<file path="config.mk">
export PLATFORM = sky130hd
export DESIGN_NAME = regbank_write_demux_16x64
export DESIGN_NICKNAME = d
export VERILOG_FILES = /design/src/rtl/regbank_pkg.sv /design/src/rtl/dec_4to16_onehot.sv /design/src/rtl/regbank_write_demux_16x64.sv
export SDC_FILE = /design/constraint.sdc
export NUM_CORES = 1
export LEC_CHECK = 0
export BUFFER_PORTS_ARGS = -buffer_cell sky130_fd_sc_hd__buf_2
export CELL_PAD_IN_SITES_DETAIL_PLACEMENT = 2
export CELL_PAD_IN_SITES_GLOBAL_PLACEMENT = 2
export CORE_AREA = 2 2 437 439
export CTS_BUF_LIST = sky130_fd_sc_hd__clkbuf_16
export DETAILED_ROUTE_END_ITERATION = 10
export DIE_AREA = 0 0 439 441
export GPL_TIMING_DRIVEN = 0
export PLACE_DENSITY = 0.54
export SYNTH_ARGS = -nofsm -noshare
export SYNTH_HDL_FRONTEND = slang
export SYNTH_HIERARCHICAL = 1
export SYNTH_SLANG_ARGS = --single-unit
</file>
<file path="constraint.sdc">
create_clock -name clk -period 3.35 [get_ports clk]
set_clock_uncertainty 0.05 [all_clocks]
set_input_delay 0.335 -clock clk [delete_from_list [all_inputs] [get_ports clk]]
set_output_delay 0.335 -clock clk [all_outputs]
set_load 0.01 [all_outputs]
</file>
<file path="src/rtl/regbank_pkg.sv">
// ============================================================================
// Module : regbank_pkg
// Brief  : Shared constants and FSM state encoding for the register-bank writer.
// Rev    : 1.0
// ============================================================================
`default_nettype none

package regbank_pkg;

    localparam int N_ENT  = 16;
    localparam int DATA_W = 64;
    localparam int SEL_W  = 4;
    localparam int BE_W   = DATA_W / 8;

    typedef enum logic [0:0] {
        ST_IDLE  = 1'b0,
        ST_CLEAR = 1'b1
    } state_t;

endpackage

`default_nettype wire

</file>
<file path="src/rtl/dec_4to16_onehot.sv">
// ============================================================================
// Module : dec_4to16_onehot
// Brief  : One-hot entry strobe; clear counter has priority over the write select.
// Rev    : 1.0
// ============================================================================
`default_nettype none

module dec_4to16_onehot
    import regbank_pkg::*;
(
    input  logic [SEL_W-1:0] wr_sel,
    input  logic [SEL_W-1:0] cnt,
    input  logic             transfer,
    input  logic             clearing,
    output logic [N_ENT-1:0] strobe
);

    always_comb begin
        strobe = '0;
        if (clearing) begin
            strobe[cnt] = 1'b1;
        end else if (transfer) begin
            strobe[wr_sel] = 1'b1;
        end
    end

endmodule

`default_nettype wire

</file>
<file path="src/rtl/regbank_write_demux_16x64.sv">
// ============================================================================
// Module : regbank_write_demux_16x64
// Brief  : 16 x 64-bit write-steered holding registers with counter-driven clear.
//          Optional byte enables via REGBANK_BYTE_WE_EN.
// Rev    : 1.0
// ============================================================================
`default_nettype none

module regbank_write_demux_16x64
    import regbank_pkg::*;
(
    input  logic                    clk,
    input  logic                    rst_n,
    input  logic                    wr_valid,
    output logic                    wr_ready,
    input  logic [SEL_W-1:0]        wr_sel,
    input  logic [DATA_W-1:0]       wr_data,
`ifdef REGBANK_BYTE_WE_EN
    input  logic [BE_W-1:0]         wr_be,
`endif
    output logic                    wr_done,
    input  logic                    clr_req,
    output logic                    clr_busy,
    output logic [N_ENT*DATA_W-1:0] q_flat,
    output logic [N_ENT-1:0]        q_vld
);

    state_t                         r_state;
    state_t                         w_state_nxt;
    logic [SEL_W-1:0]               r_cnt;
    logic [SEL_W-1:0]               w_cnt_nxt;
    logic [N_ENT-1:0][DATA_W-1:0]   r_ent;
    logic [N_ENT-1:0]               r_vld;
    logic                           r_done;
    logic                           w_transfer;
    logic                           w_clearing;
    logic [N_ENT-1:0]               w_strobe;
    logic [DATA_W-1:0]              w_mask;
    logic                           w_any_be;

    assign w_clearing = (r_state == ST_CLEAR);
    assign wr_ready   = (r_state == ST_IDLE) & ~clr_req;
    assign w_transfer = wr_valid & wr_ready;

`ifdef REGBANK_BYTE_WE_EN
    always_comb begin
        w_mask = '0;
        for (int k = 0; k < BE_W; k++) begin
            w_mask[k*8 +: 8] = {8{wr_be[k]}};
        end
    end
    assign w_any_be = |wr_be;
`else
    assign w_mask   = '1;
    assign w_any_be = 1'b1;
`endif

    dec_4to16_onehot u_dec (
        .wr_sel   (wr_sel),
        .cnt      (r_cnt),
        .transfer (w_transfer),
        .clearing (w_clearing),
        .strobe   (w_strobe)
    );

    always_comb begin
        w_state_nxt = r_state;
        w_cnt_nxt   = r_cnt;
        case (r_state)
            ST_IDLE: begin
                if (clr_req) begin
                    w_state_nxt = ST_CLEAR;
                    w_cnt_nxt   = '0;
                end
            end
            ST_CLEAR: begin
                // Counter wraps naturally to 0 when entry 15 is cleared.
                w_cnt_nxt = r_cnt + 1'b1;
                if (r_cnt == SEL_W'(N_ENT - 1)) begin
                    w_state_nxt = ST_IDLE;
                end
            end
            default: begin
                w_state_nxt = ST_IDLE;
                w_cnt_nxt   = '0;
            end
        endcase
    end

    always_ff @(posedge clk or negedge rst_n) begin
        if (!rst_n) begin
            r_state <= ST_IDLE;
            r_cnt   <= '0;
            r_done  <= 1'b0;
        end else begin
            r_state <= w_state_nxt;
            r_cnt   <= w_cnt_nxt;
            r_done  <= w_transfer;
        end
    end

    always_ff @(posedge clk or negedge rst_n) begin
        if (!rst_n) begin
            r_ent <= '0;
            r_vld <= '0;
        end else begin
            for (int i = 0; i < N_ENT; i++) begin
                if (w_strobe[i]) begin
                    if (w_clearing) begin
                        r_ent[i] <= '0;
                        r_vld[i] <= 1'b0;
                    end else begin
                        r_ent[i] <= (r_ent[i] & ~w_mask) | (wr_data & w_mask);
                        if (w_any_be) begin
                            r_vld[i] <= 1'b1;
                        end
                    end
                end
            end
        end
    end

    assign q_flat   = r_ent;
    assign q_vld    = r_vld;
    assign wr_done  = r_done;
    assign clr_busy = w_clearing;

endmodule

`default_nettype wire

</file>
## Yosys cells after proc, flatten, opt, wreduce, memory -nomap -nowiden

Cells that the tools add are included.
W data, S select, Z words.

| word-level totals | value |
|---|---|
| output and inout port bits | 1043 |
| word-level logic and storage cells | 61 |
| bits in registers | 1046 |
| input bits | 72 |

| operators by class | value |
|---|---|
| magnitude comparators | 4 |
| reductions and logical operators | 2 |
| muxes and demuxes | 13 |
| bitwise operators | 4 |
| eq/ne operators | 2 |
| add/sub/neg operators | 1 |

Operators by type and width:

| cell | number |
|---|---|
| $mux W64 | 1 |
| $mux W16 | 2 |
| $lt A4 B5 Y1 const B | 2 |
| $demux W1 S4 | 2 |
| $ge A4 B1 Y1 const B | 2 |
| $pmux W4 S2 | 1 |
| $mux W1 | 5 |
| $add A4 B1 Y4 const B | 1 |
| $eq A4 B4 Y1 const B | 1 |
| $mux W4 | 1 |
| $and A1 B1 Y1 | 2 |
| $logic_and A1 B1 Y1 | 2 |
| $ne A2 B2 Y1 const B | 1 |
| $not A1 Y1 | 2 |
| $pmux W1 S2 | 1 |

## Longest topological paths before layout

Gate-level depths: netlist of the first run.

| depth | value |
|---|---|
| depth in word-level cells | 6 |
| gate-level depth with buffers | 9 |
| depth with buffers taken out | 5 |

## Hierarchy

The synthesis of the first run kept the hierarchy.

By module, submodules not included:

| module | cells each | area each (um^2) | times used | seq. area each (um^2) |
|---|---|---|---|---|
| regbank_write_demux_16x64 | 2365 | 39501.6 | 1 | 26175.1 |
| dec_4to16_onehot | 37 | 260.2 | 1 | 0.0 |

## Worst setup path after synthesis of the first run

Ideal clock, no wire load.

| timing path | value |
|---|---|
| path kind | flip-flop to flip-flop |
| from | reg r_state (netlist: clr_busy) |
| to | reg r_ent, in the netlist q_flat[310] |
| buffers on the path | 4 |
| slack | 0.298 ns |
| period minus slack after synthesis | 3.052 ns |
| cell stages (with the launch flop) | 10 |
| arrival | 2.877 ns |
| data required time | 3.175 ns |
| setup time | 0.125 ns |
| cell sequence | dfrtp_1 > buf_6 > clkbuf_8 > nor2_1 > and2_1 > or4b_4 > o22ai_1 > clkbuf_1 > buf_2 > mux2_2 |

| between the ends | value |
|---|---|
| cells in the longest elaborated chain, start to end | 5 |
| elaborated cells on any way between the ends | 6 |
| classes of those cells | mux (3); bitwise (3) |

Ends and longest elaborated chain:

| what | line | text |
|---|---|---|
| start, declared | regbank_write_demux_16x64.sv:28 | `state_t r_state;` |
| start signal, assigned | regbank_write_demux_16x64.sv:96 | `r_state <= w_state_nxt;` |
| $not A1 Y1 | regbank_write_demux_16x64.sv:42 | `assign wr_ready = (r_state == ST_IDLE) & ~clr_req;` |
| $and A1 B1 Y1 | regbank_write_demux_16x64.sv:42 |  |
| net wr_ready | regbank_write_demux_16x64.sv:15 | `output logic wr_ready,` |
| $and A1 B1 Y1 | regbank_write_demux_16x64.sv:43 | `assign w_transfer = wr_valid & wr_ready;` |
| net w_transfer | regbank_write_demux_16x64.sv:35 | `logic w_transfer;` |
| $mux W16 | dec_4to16_onehot.sv:22 | `end else if (transfer) begin` |
| $mux W16 | dec_4to16_onehot.sv:20 | `if (clearing) begin` |
| net w_strobe[4] | regbank_write_demux_16x64.sv:37 | `logic [N_ENT-1:0] w_strobe;` |
| end signal, assigned by index | regbank_write_demux_16x64.sv:113 | `r_ent[i] <= (r_ent[i] & ~w_mask) \| (wr_data & w_mask);` |
| end, declared | regbank_write_demux_16x64.sv:32 | `logic [N_ENT-1:0][DATA_W-1:0] r_ent;` |

The timed path passes the listed nets, and every way through them passes these cells.
A chain may end at the register's enable or synchronous reset.

## Worst setup path after layout of the first run

| timing path | value |
|---|---|
| from | reg r_state (netlist: clr_busy) |
| to | reg r_ent, in the netlist q_flat[273] |

| between the ends | value |
|---|---|
| cells in the longest elaborated chain, start to end | 5 |
| elaborated cells on any way between the ends | 6 |
| classes of those cells | mux (3); bitwise (3) |

Ends and longest elaborated chain:

| what | line |
|---|---|
| $not A1 Y1 | regbank_write_demux_16x64.sv:42 |
| $and A1 B1 Y1 | regbank_write_demux_16x64.sv:42 |
| $and A1 B1 Y1 | regbank_write_demux_16x64.sv:43 |
| net w_transfer | regbank_write_demux_16x64.sv:35 |
| $mux W16 | dec_4to16_onehot.sv:22 |
| $mux W16 | dec_4to16_onehot.sv:20 |
| net w_strobe[4] | regbank_write_demux_16x64.sv:37 |

The timed path passes the listed nets, and every way through them passes these cells.

==> results.sh, run 1 <==
export IMPL_finalHoldViolations=117
export IMPL_cts_tree="done"
export IMPL_numCtsBuffers=131
export IMPL_p_int_mw=34.9
export IMPL_p_per_area_mw_per_mm2=1050
export IMPL_wl_met2_um=90300
export IMPL_worstSetupPathType="reg2reg"
export IMPL_drc=0
export IMPL_startpoint="clr_busy$_DFF_PN0_"
export IMPL_grt_pass1_wl_um=240000
export IMPL_routed_via_density=4.12
export IMPL_area_growth_pct=34.6
export IMPL_slew_headroom=0.322
export IMPL_most_common_layout_cells="1183 x buf_2, 1045 x dfrtp_1, 1024 x mux2_2"
export IMPL_fp_dieW_um=439
export IMPL_switchingPower_mw=21.5
export IMPL_setup_slack_ps=144
export IMPL_die_area_mm2=0.194
export IMPL_maxCapViolCount=0
export IMPL_hold_buffers=14
export IMPL_report_final_slew_viol_count=0
export IMPL_hpwl_um=132000
export IMPL_pwr_share_seq=0.369
export IMPL_synth_top_area_share=0.658
export IMPL_io_pins=1115
export IMPL_syn_cell_area_mm2=0.0398
export IMPL_routed_top_layer="met5"
export IMPL_cellLeakagePower_nw=29.0
export IMPL_max_freq_ghz=0.312
export IMPL_setup_viol=0
export IMPL_dpl_cell_count=6036
export IMPL_drtIter0Drc=930
export IMPL_holdCritPathClass="in2async"
export IMPL_critPathMaxFanout=10
export IMPL_clkTransAtPathRegs_ps=60
export IMPL_grt_ovfl_total=0
export IMPL_yosysUniqueCellTypes=33
export IMPL_reg2reg_slack_ps=140
export IMPL_portBuffers=1114
export IMPL_final_common_cell="buf_2"
export IMPL_yosysSeqAreaShare=0.658
export IMPL_avgSynthCellArea_um2=16.6
export IMPL_p_clk_frac=0.235
export IMPL_ant_nets=0
export IMPL_grt_max_degree=137
export IMPL_worstSetupStartpointType="flop"
export IMPL_routabilityCongestion=0.774
export IMPL_pre_cts_ws_ps=-1730
export IMPL_first_pass_iters=4
export IMPL_synth_nets=2475
export IMPL_initial_utilization=0.210
export IMPL_worstMarginPinSlew_ps=1020
export IMPL_root_buffer="clkbuf_16"
export IMPL_clk_path_buf_depth=3
export IMPL_via_count=26000
export IMPL_nNetsFinal=3754
export IMPL_rr_startpoint="clr_busy$_DFF_PN0_"
export IMPL_finalCritPeriodShare=0.957
export IMPL_track_usage=0.179
export IMPL_ir_drop_mv=0.366
export IMPL_antenna_found_initial=20
export IMPL_clock_sinks=1046
export IMPL_min_period_ps=3210
export IMPL_synth_largest_area_cell="dfrtp_1"
export IMPL_ys_ff_latch=1046
export IMPL_timing_hold_ws_ps=-274
export IMPL_rr_worst_depth=9
export IMPL_routed_wl_um=177000
export IMPL_swShare=0.381
export IMPL_status="complete, but fails checks"
export IMPL_layout_drive_gt1_share=0.678
export IMPL_failed_checks="negative hold slack"
export IMPL_synthTopCellsByArea="dfrtp_1 66%, mux2_2 29%, buf_2 1.7%, nor2b_2 1.1%, mux2i_1 0.43%"
export IMPL_wl_met1_um=68400
export IMPL_cp_required_ps=3950
export IMPL_htree_num_levels=4
export IMPL_grt_pass1_vias=28200
export IMPL_num_rows=160
export IMPL_end_kind="flop"
export IMPL_p_comb_frac=0.396
export IMPL_p_total_mw=56.4
export IMPL_die_y_um=441
export IMPL_core_area_mm2=0.189
export IMPL_netlist_instances=2402
export IMPL_wl_per_cell_um=28.1
export IMPL_cp_arrival_ps=3810
export IMPL_synth_warnings=6
export IMPL_clk_latency_ps=780
export IMPL_rsz0062_at_grt="no"
export IMPL_r2r_end="q_flat[273]$_DFFE_PN0P_"
export IMPL_final_util=0.283
export IMPL_stdcell_count=6304
export IMPL_dr_wl_met3_um=11100
-- worst max-delay path: stages, from the launching register on --
cell       delay (ps)
dfrtp_4           520
buf_6             180
clkbuf_8          240
nor2_4            140
and2_4            240
or4b_4            530
o22ai_4           280
clkbuf_16         280
buf_8             190
mux2_2            360
-- cells in the mapped netlist --
| cell | n |
|---|---|
| or2_2 | 1 |
| mux2i_1 | 17 |
| o21ai_0 | 1 |
| nand2_1 | 3 |
| clkbuf_8 | 1 |
| o32ai_1 | 2 |
| and2_1 | 1 |
| nor2b_4 | 5 |
| buf_2 | 139 |
| inv_1 | 18 |
| clkbuf_1 | 39 |
| nand4b_1 | 2 |
| buf_6 | 2 |
| xnor2_1 | 1 |
| nor2_1 | 1 |
| xor2_1 | 1 |
| nor2b_2 | 50 |
| a22o_1 | 2 |
| and2b_1 | 4 |
| dfrtp_1 | 1046 |
| or2_1 | 1 |
| nor2b_1 | 5 |
| a41oi_1 | 1 |
| o22ai_1 | 14 |
| nand3b_1 | 2 |
| nand3_1 | 2 |
| ha_1 | 1 |
| nand2b_1 | 6 |
| mux2_2 | 1024 |
| clkbuf_4 | 5 |
| or4b_4 | 1 |
| nand4bb_1 | 2 |
| or3b_1 | 2 |
-- layer usage --
| layer | vias to the layer above | GRT usage |
|---|---|---|
| li1 | 11000 | - |
| met1 | 13900 | 0.206 |
| met2 | 799 | 0.312 |
| met3 | 255 | 0.0526 |
| met4 | 8 | 0.0690 |
| met5 | - | 0 |
-- flip-flops by register name, indices dropped and copies added (netlist names) --
signal and cells:
q_vld 16, r_cnt 4, wr_done 1, clr_busy 1, q_flat 1024
-- per-stage QoR --
step,TNS (ps),cell area [um^2]
finish,0,53500
global route,0,53500
CTS,-2.13,53500
detailed placement,-1377330,48800
global placement,-,48500
floorplan,0,39800
-- cell type report --
class / count / area, um^2
inverters: 18 / 67.6
well taps: 2511 / 3140
clock buffers: 133 / 3330
plain buffers: 186 / 1390
multi-input cells: 1152 / 12700
flip-flops and latches: 1046 / 26200
fillers: 20200 / 136000
repair buffers: 1146 / 6120
clock inverters: 102 / 618
diodes: 10 / 25.0
-- worst max-delay path by stage --
stage,to,slack [ps],cells past startpoint
2_1_floorplan,q_flat[310]$_DFFE_PN0P_,300,9
3_3_place_gp,q_flat[154]$_DFFE_PN0P_,-23280,1
3_5_place_dp,q_flat[701]$_DFFE_PN0P_,-1730,9
4_1_cts,q_flat[273]$_DFFE_PN0P_,-2,9
5_1_grt,q_flat[247]$_DFFE_PN0P_,30,9
6_report,q_flat[273]$_DFFE_PN0P_,140,9
-- logic make-up after synthesis --
kind of cell / synth area share
buf+inv: 0.0247
compound gates: 0.00343
xor+xnor: 0.000441
flops: 0.658
simple gates: 0.0185
fa+ha+maj: 0.000315
mux: 0.294
-- power groups by stage --
stage	clock network (mW)	registers, mW	logic, mW
final	13.3	20.8	22.3
after global routing	14.3	21.6	23.7
after CTS	13.8	20.9	23.0
after detailed placement	0	21.1	22.5
after global placement	0	20.9	22.2
after floorplan	0	23.5	7.56
-- what timing repair did --
item / 4_1_cts / 5_1_grt
resized for setup: 140 / 14
setup endpoints to repair: 1041 / 382
hold endpoints to repair: 235 / 117
buffers inserted: 5 / 3
pin swaps: 1 / 2
gates cloned: 1 / 0
Power figures use the tool's default switching activity.
==> run 2, diff against run 1 <==
--- a/config.mk
+++ b/config.mk
@@ -8,12 +8,12 @@
 export BUFFER_PORTS_ARGS = -buffer_cell sky130_fd_sc_hd__buf_2
 export CELL_PAD_IN_SITES_DETAIL_PLACEMENT = 2
 export CELL_PAD_IN_SITES_GLOBAL_PLACEMENT = 2
-export CORE_AREA = 2 2 437 439
-export CTS_BUF_LIST = sky130_fd_sc_hd__clkbuf_16
+export CORE_AREA = 2 2 431 433
+export CTS_BUF_LIST = sky130_fd_sc_hd__clkbuf_2 sky130_fd_sc_hd__clkbuf_4 sky130_fd_sc_hd__clkbuf_8
 export DETAILED_ROUTE_END_ITERATION = 10
-export DIE_AREA = 0 0 439 441
+export DIE_AREA = 0 0 433 435
 export GPL_TIMING_DRIVEN = 0
-export PLACE_DENSITY = 0.54
+export PLACE_DENSITY = 0.55
 export SYNTH_ARGS = -nofsm -noshare
 export SYNTH_HDL_FRONTEND = slang
 export SYNTH_HIERARCHICAL = 1
==> run 2 against run 1 <==
  * The run now ends clean
  * Fmax down 0.38%
  * Hold slack better by 470 ps
  * Flip-flop and latch count unchanged
  * Combinational power about the same
  * Wire length up 0.91%
  * Final cell count up 2.2%
  * Worst setup slack worse by 12 ps
  * Non-clock buffer count up 57
  * Die area down 2.7%
  * Final area up 1.3%
  * Power up 0.43%
  * Sequential share of layout area down 0.65 points
  * Highest routed layer unchanged
==> results.sh, run 2 (synthesis gave the netlist of run 1 again) <==
export IMPL_cts_tree="done"
export IMPL_die_y_um=435
export IMPL_die_area_mm2=0.188
export IMPL_drc=0
export IMPL_multi_input_area_mm2=0.0127
export IMPL_clock_sinks=1046
export IMPL_grt_max_degree=147
export IMPL_rr_worst_depth=9
export IMPL_seqCellArea_mm2=0.0262
export IMPL_grt_ovfl_total=0
export IMPL_startpoint="clr_busy$_DFF_PN0_"
export IMPL_finalHoldViolations=0
export IMPL_end_kind="flop"
export IMPL_maxCapViolCount=0
export IMPL_fillers=19400
export IMPL_ant_nets=0
export IMPL_rr_startpoint="clr_busy$_DFF_PN0_"
export IMPL_p_total_mw=56.6
export IMPL_io_pins=1115
export IMPL_min_period_ps=3220
export IMPL_num_rows=158
export IMPL_reg2reg_slack_ps=130
export IMPL_cp_endpoint="q_flat[924]$_DFFE_PN0P_"
export IMPL_initial_utilization=0.216
export IMPL_first_pass_iters=4
export IMPL_track_usage=0.188
export IMPL_finalSetupTns_ps=0
export IMPL_worstSetupStartpointType="flop"
export IMPL_final_util=0.295
export IMPL_antenna_found_initial=19
export IMPL_cp_arrival_ps=3950
export IMPL_drtIter0Drc=825
export IMPL_wl_per_cell_um=27.7
export IMPL_routed_wl_um=179000
export IMPL_ir_drop_mv=0.379
export IMPL_cp_required_ps=4080
export IMPL_dpl_cell_count=6005
export IMPL_grt_pass1_vias=29300
export IMPL_most_common_layout_cells="1192 x buf_2, 1045 x dfrtp_1, 1024 x mux2_2"
export IMPL_slew_headroom=0.357
export IMPL_root_buffer="clkbuf_8"
export IMPL_status="finished, final reports clean"
export IMPL_grt_pass1_wl_um=246000
export IMPL_htree_num_levels=4
export IMPL_timing_hold_ws_ps=200
export IMPL_layout_drive_gt1_share=0.693
export IMPL_routed_via_density=4.13
export IMPL_final_common_cell="buf_2"
export IMPL_portBuffers=1114
export IMPL_area_growth_pct=36.4
export IMPL_worstSetupPathType="reg2reg"
export IMPL_routabilityCongestion=0.771
export IMPL_critPathMaxFanout=10
export IMPL_report_final_slew_viol_count=0
export IMPL_clk_latency_ps=960
export IMPL_worstMarginPinSlew_ps=964
export IMPL_finalCritPeriodShare=0.961
export IMPL_stdcell_count=6445
export IMPL_p_per_area_mw_per_mm2=1040
export IMPL_setup_viol=0
export IMPL_hpwl_um=130000
export IMPL_cellLeakagePower_nw=29.3
export IMPL_clkTransAtPathRegs_ps=70
export IMPL_numCtsBuffers=196
export IMPL_via_count=26600
export IMPL_clk_path_buf_depth=3
export IMPL_r2r_end="q_flat[924]$_DFFE_PN0P_"
export IMPL_fp_dieW_um=433
export IMPL_largest_register_ffs=1024
export IMPL_holdCritPathClass="in2reg"
export IMPL_nNetsFinal=3876
export IMPL_rsz0062_at_grt="yes"
export IMPL_max_freq_ghz=0.311
export IMPL_core_area_mm2=0.184
## run 2: changes by cell type in the layout (fill, tap and decap cells not counted), sizes merged
| cell | before | now |
|---|---|---|
| buf | 1268 | 1260 |
| inv | 66 | 27 |
| diode | 10 | 14 |
| dlygate4sd3 | 10 | 68 |
| clkbuf | 185 | 374 |
| bufbuf | 2 | 1 |
| clkinv | 46 | 10 |
| bufinv | 3 | 6 |
| clkdlybuf4s15 | 0 | 2 |
## run 2: how the worst min path moves through the flow
stage | from | slack, ps | cells past startpoint | endpoint
after floorplan | rst_n | -10 | 0 | clr_busy$_DFF_PN0_
after detailed placement | rst_n | 240 | 1 | q_flat[435]$_DFFE_PN0P_
after global routing | wr_sel[1] | 110 | 4 | q_flat[575]$_DFFE_PN0P_
after global placement | q_flat[155]$_DFFE_PN0P_ | 430 | 1 | q_flat[155]$_DFFE_PN0P_
final | wr_sel[1] | 200 | 4 | q_flat[575]$_DFFE_PN0P_
after CTS | wr_sel[1] | 4 | 4 | q_flat[512]$_DFFE_PN0P_
## run 2: area by class of cell
cell class | count | share of cell area
Multi-Input combinational cell | 1152 | 0.233
Inverter | 18 | 0.00125
Sequential cell | 1046 | 0.483
Tap cell | 2480 | 0.0572
Timing Repair Buffer | 1203 | 0.123
Clock buffer | 316 | 0.0712
Buffer | 186 | 0.0237
Clock inverter | 30 | 0.00692
Antenna cell | 14 | 0.000646
## run 2: where the power goes
group	switching, mW	total [mW]	internal [mW]
Sequential	2.71	20.8	18.1
Clock	5.82	13.6	7.74
Combinational	12.9	22.3	9.36
Total	21.4	56.6	35.2
## run 2: what timing repair did
action	4_1_cts	5_1_grt
gates cloned	1	1
hold buffers	69	0
hold endpoints to repair	838	0
gates resized for setup	92	44
buffers inserted	9	0
setup endpoints to repair	1041	367
pin swaps	2	0
## run 2: layer usage
layer | track usage | vias up | share of wire
met5 | 0 | - | 0.00015
li1 | - | 11200 | -
met1 | 0.208 | 14200 | 0.37
met3 | 0.0598 | 269 | 0.072
met2 | 0.328 | 882 | 0.51
met4 | 0.0797 | 4 | 0.042
## run 2: per-stage QoR
stage / setup slack, ps / cell area, um^2
final: 132 / 54200
after global routing: -48.7 / 54200
after CTS: 0.139 / 54100
after detailed placement: -1570 / 48700
after global placement: -23340 / 48400
after floorplan: 298 / 39800
## run 2: critical path: stages (launching register included)
cell and delay, ps:
dfrtp_4 530, buf_6 190, clkbuf_8 230, nor2_4 120, and2_2 210, nand4bb_1 210, o22ai_1 270, buf_4 380
buf_2 440, mux2_2 380
==> run 3, diff against run 2 <==
--- a/config.mk
+++ b/config.mk
@@ -8,10 +8,10 @@
 export BUFFER_PORTS_ARGS = -buffer_cell sky130_fd_sc_hd__buf_2
 export CELL_PAD_IN_SITES_DETAIL_PLACEMENT = 2
 export CELL_PAD_IN_SITES_GLOBAL_PLACEMENT = 2
-export CORE_AREA = 2 2 431 433
+export CORE_AREA = 4 4 433 435
 export CTS_BUF_LIST = sky130_fd_sc_hd__clkbuf_2 sky130_fd_sc_hd__clkbuf_4 sky130_fd_sc_hd__clkbuf_8
 export DETAILED_ROUTE_END_ITERATION = 10
-export DIE_AREA = 0 0 433 435
+export DIE_AREA = 0 0 437 439
 export GPL_TIMING_DRIVEN = 0
 export PLACE_DENSITY = 0.55
 export SYNTH_ARGS = -nofsm -noshare
==> run 3 against run 2 <==
  * Global-route usage down 0.39 points
  * Final cell count down 0.14%
  * Count of clock-buffer cells in the layout up 11
  * Final area up 0.31%
  * First-iteration DRC count up 13%
  * Sequential power about the same
  * Via count up 0.38%
  * Worst setup slack worse by 20 ps
  * Register-to-register slack worse by 20 ps
  * Core utilization up 0.25 points
  * Combinational power about the same
  * Critical path type unchanged
  * Largest power group unchanged
==> results.sh, run 3 (synthesis gave the netlist of run 1 again) <==
export IMPL_status="finished, final reports clean"
export IMPL_routed_via_density=4.15
export IMPL_io_pins=1115
export IMPL_finalCritPeriodShare=0.967
export IMPL_max_stage_delay_ps=540
export IMPL_cp_required_ps=4110
export IMPL_placed_area_mm2=0.0487
export IMPL_largest_register_ffs=1024
export IMPL_p_int_mw=35.4
export IMPL_area_growth_pct=36.8
export IMPL_setup_slack_ps=112
export IMPL_layout_drive_gt1_share=0.695
export IMPL_final_common_cell="buf_2"
export IMPL_nNetsFinal=3883
export IMPL_die_area_mm2=0.192
export IMPL_wl_per_cell_um=28.3
export IMPL_finalHoldViolations=0
export IMPL_holdCritPathClass="in2async"
export IMPL_most_common_layout_cells="1178 x buf_2, 1045 x dfrtp_1, 1024 x mux2_2"
export IMPL_clkTransAtPathRegs_ps=70
export IMPL_drc=0
export IMPL_cellLeakagePower_nw=29.4
export IMPL_rr_worst_depth=9
export IMPL_portBuffers=1114
export IMPL_cts_tree="done"
export IMPL_initial_utilization=0.217
export IMPL_slew_headroom=0.319
export IMPL_cp_arrival_ps=4000
export IMPL_routed_wl_um=182000
export IMPL_critPathMaxFanout=11
export IMPL_grt_pass1_vias=29300
export IMPL_worstMarginPinSlew_ps=1020
export IMPL_maxCapViolCount=0
export IMPL_worstSetupStartpointType="flop"
export IMPL_worstSetupPathType="reg2reg"
export IMPL_antenna_found_initial=16
export IMPL_swShare=0.380
export IMPL_grt_ovfl_total=0
export IMPL_num_rows=157
export IMPL_max_freq_ghz=0.309
export IMPL_die_y_um=439
export IMPL_clk_path_buf_depth=3
export IMPL_numCtsBuffers=196
export IMPL_root_buffer="clkbuf_8"
export IMPL_first_pass_iters=4
export IMPL_slowest_stage="or4b_4"
export IMPL_track_usage=0.184
export IMPL_routabilityCongestion=0.780
export IMPL_min_period_ps=3240
export IMPL_stdcell_count=6436
export IMPL_fp_dieW_um=437
export IMPL_p_per_area_mw_per_mm2=1050
export IMPL_ir_drop_mv=0.378
export IMPL_setup_viol=0
export IMPL_pwr_share_seq=0.365
export IMPL_end_kind="flop"
export IMPL_clk_latency_ps=960
export IMPL_rsz0062_at_grt="yes"
export IMPL_switchingPower_mw=21.7
export IMPL_htree_num_levels=4
export IMPL_pre_cts_ws_ps=-1350
export IMPL_grt_pass1_wl_um=248000
export IMPL_grt_max_degree=150
export IMPL_design_area_mm2=0.0544
export IMPL_p_comb_frac=0.394
export IMPL_report_final_slew_viol_count=0
export IMPL_crit_chain="buf_6, clkbuf_8, nor2_4, and2_4, or4b_4, o22ai_4, clkbuf_16, buf_4, mux2_2"
export IMPL_fillers=19600
export IMPL_dpl_cell_count=5989
export IMPL_hpwl_um=133000
export IMPL_p_clk_frac=0.241
export IMPL_clock_sinks=1046
export IMPL_core_area_mm2=0.183
export IMPL_via_count=26700
export IMPL_drtIter0Drc=932
export IMPL_final_util=0.297
export IMPL_ant_nets=0
run 3: timing repair:
item,in CTS,in global routing
hold buffers,68,3
endpoints found under the hold margin,770,21
buffers inserted,9,4
setup endpoints to repair,1041,407
gates resized for setup,110,55
gates cloned,1,2
pin swaps,1,1
run 3: area by class of cell:
type                            instances  area (um^2)  area share
Clock inverter                         27          327     0.00600
Inverter                               18         67.6     0.00124
Timing Repair Buffer                 1210         6720       0.123
Clock buffer                          327         3990      0.0733
Buffer                                186         1340      0.0246
Sequential cell                      1046        26200       0.481
Antenna cell                            6         15.0    0.000276
Multi-Input combinational cell       1152        12700       0.233
Tap cell                             2464         3080      0.0567
run 3: final timing paths:
| path | from | to | slack [ps] |
|---|---|---|---|
| min in group clk | clr_req | r_cnt[2]$_DFFE_PN0N_ | 260 |
| max | clr_busy$_DFF_PN0_ | q_flat[39]$_DFFE_PN0P_ | 110 |
| min reg2reg | q_flat[86]$_DFFE_PN0P_ | q_flat[86]$_DFFE_PN0P_ | 450 |
| max reg2reg | clr_busy$_DFF_PN0_ | q_flat[39]$_DFFE_PN0P_ | 110 |
| min | rst_n | q_flat[305]$_DFFE_PN0P_ | 130 |
| max in group asynchronous | rst_n | q_flat[412]$_DFFE_PN0P_ | 720 |
run 3: worst max-delay path: cells and delay by family (launching register included):
| kind | cells | cell delay, ps |
|---|---|---|
| muxes | 1 | 370 |
| buffers and inverters | 4 | 920 |
| AOI/OAI and AO/OA | 1 | 220 |
| DFF | 1 | 510 |
| and+or+nand+nor | 3 | 980 |
run 3: power groups by stage:
stage	sequential, mW	combinational (mW)	clock, mW
after floorplan	23.5	7.56	0
after global placement	20.9	22.3	0
after detailed placement	21.1	22.6	0
after CTS	20.9	23.0	14.3
after global routing	21.6	23.9	14.9
final	20.9	22.5	13.8
run 3: per-layer routing:
layer	vias to the layer above	track usage	wire, um
met5	-	0	55
met4	8	0.0711	7180
met3	282	0.0591	12400
met2	879	0.324	93300
met1	14300	0.206	69400
li1	11300	-	-
run 3: per-stage QoR:
step | setup TNS [ps] | total power, mW | hold slack (ps)
after CTS | 0 | 58.3 | -121
after global placement | - | 43.2 | 434
after floorplan | 0 | 31.0 | -10.6
after detailed placement | -1007310 | 43.7 | 418
final | 0 | 57.1 | 127
after global routing | -205 | 60.3 | 20.6
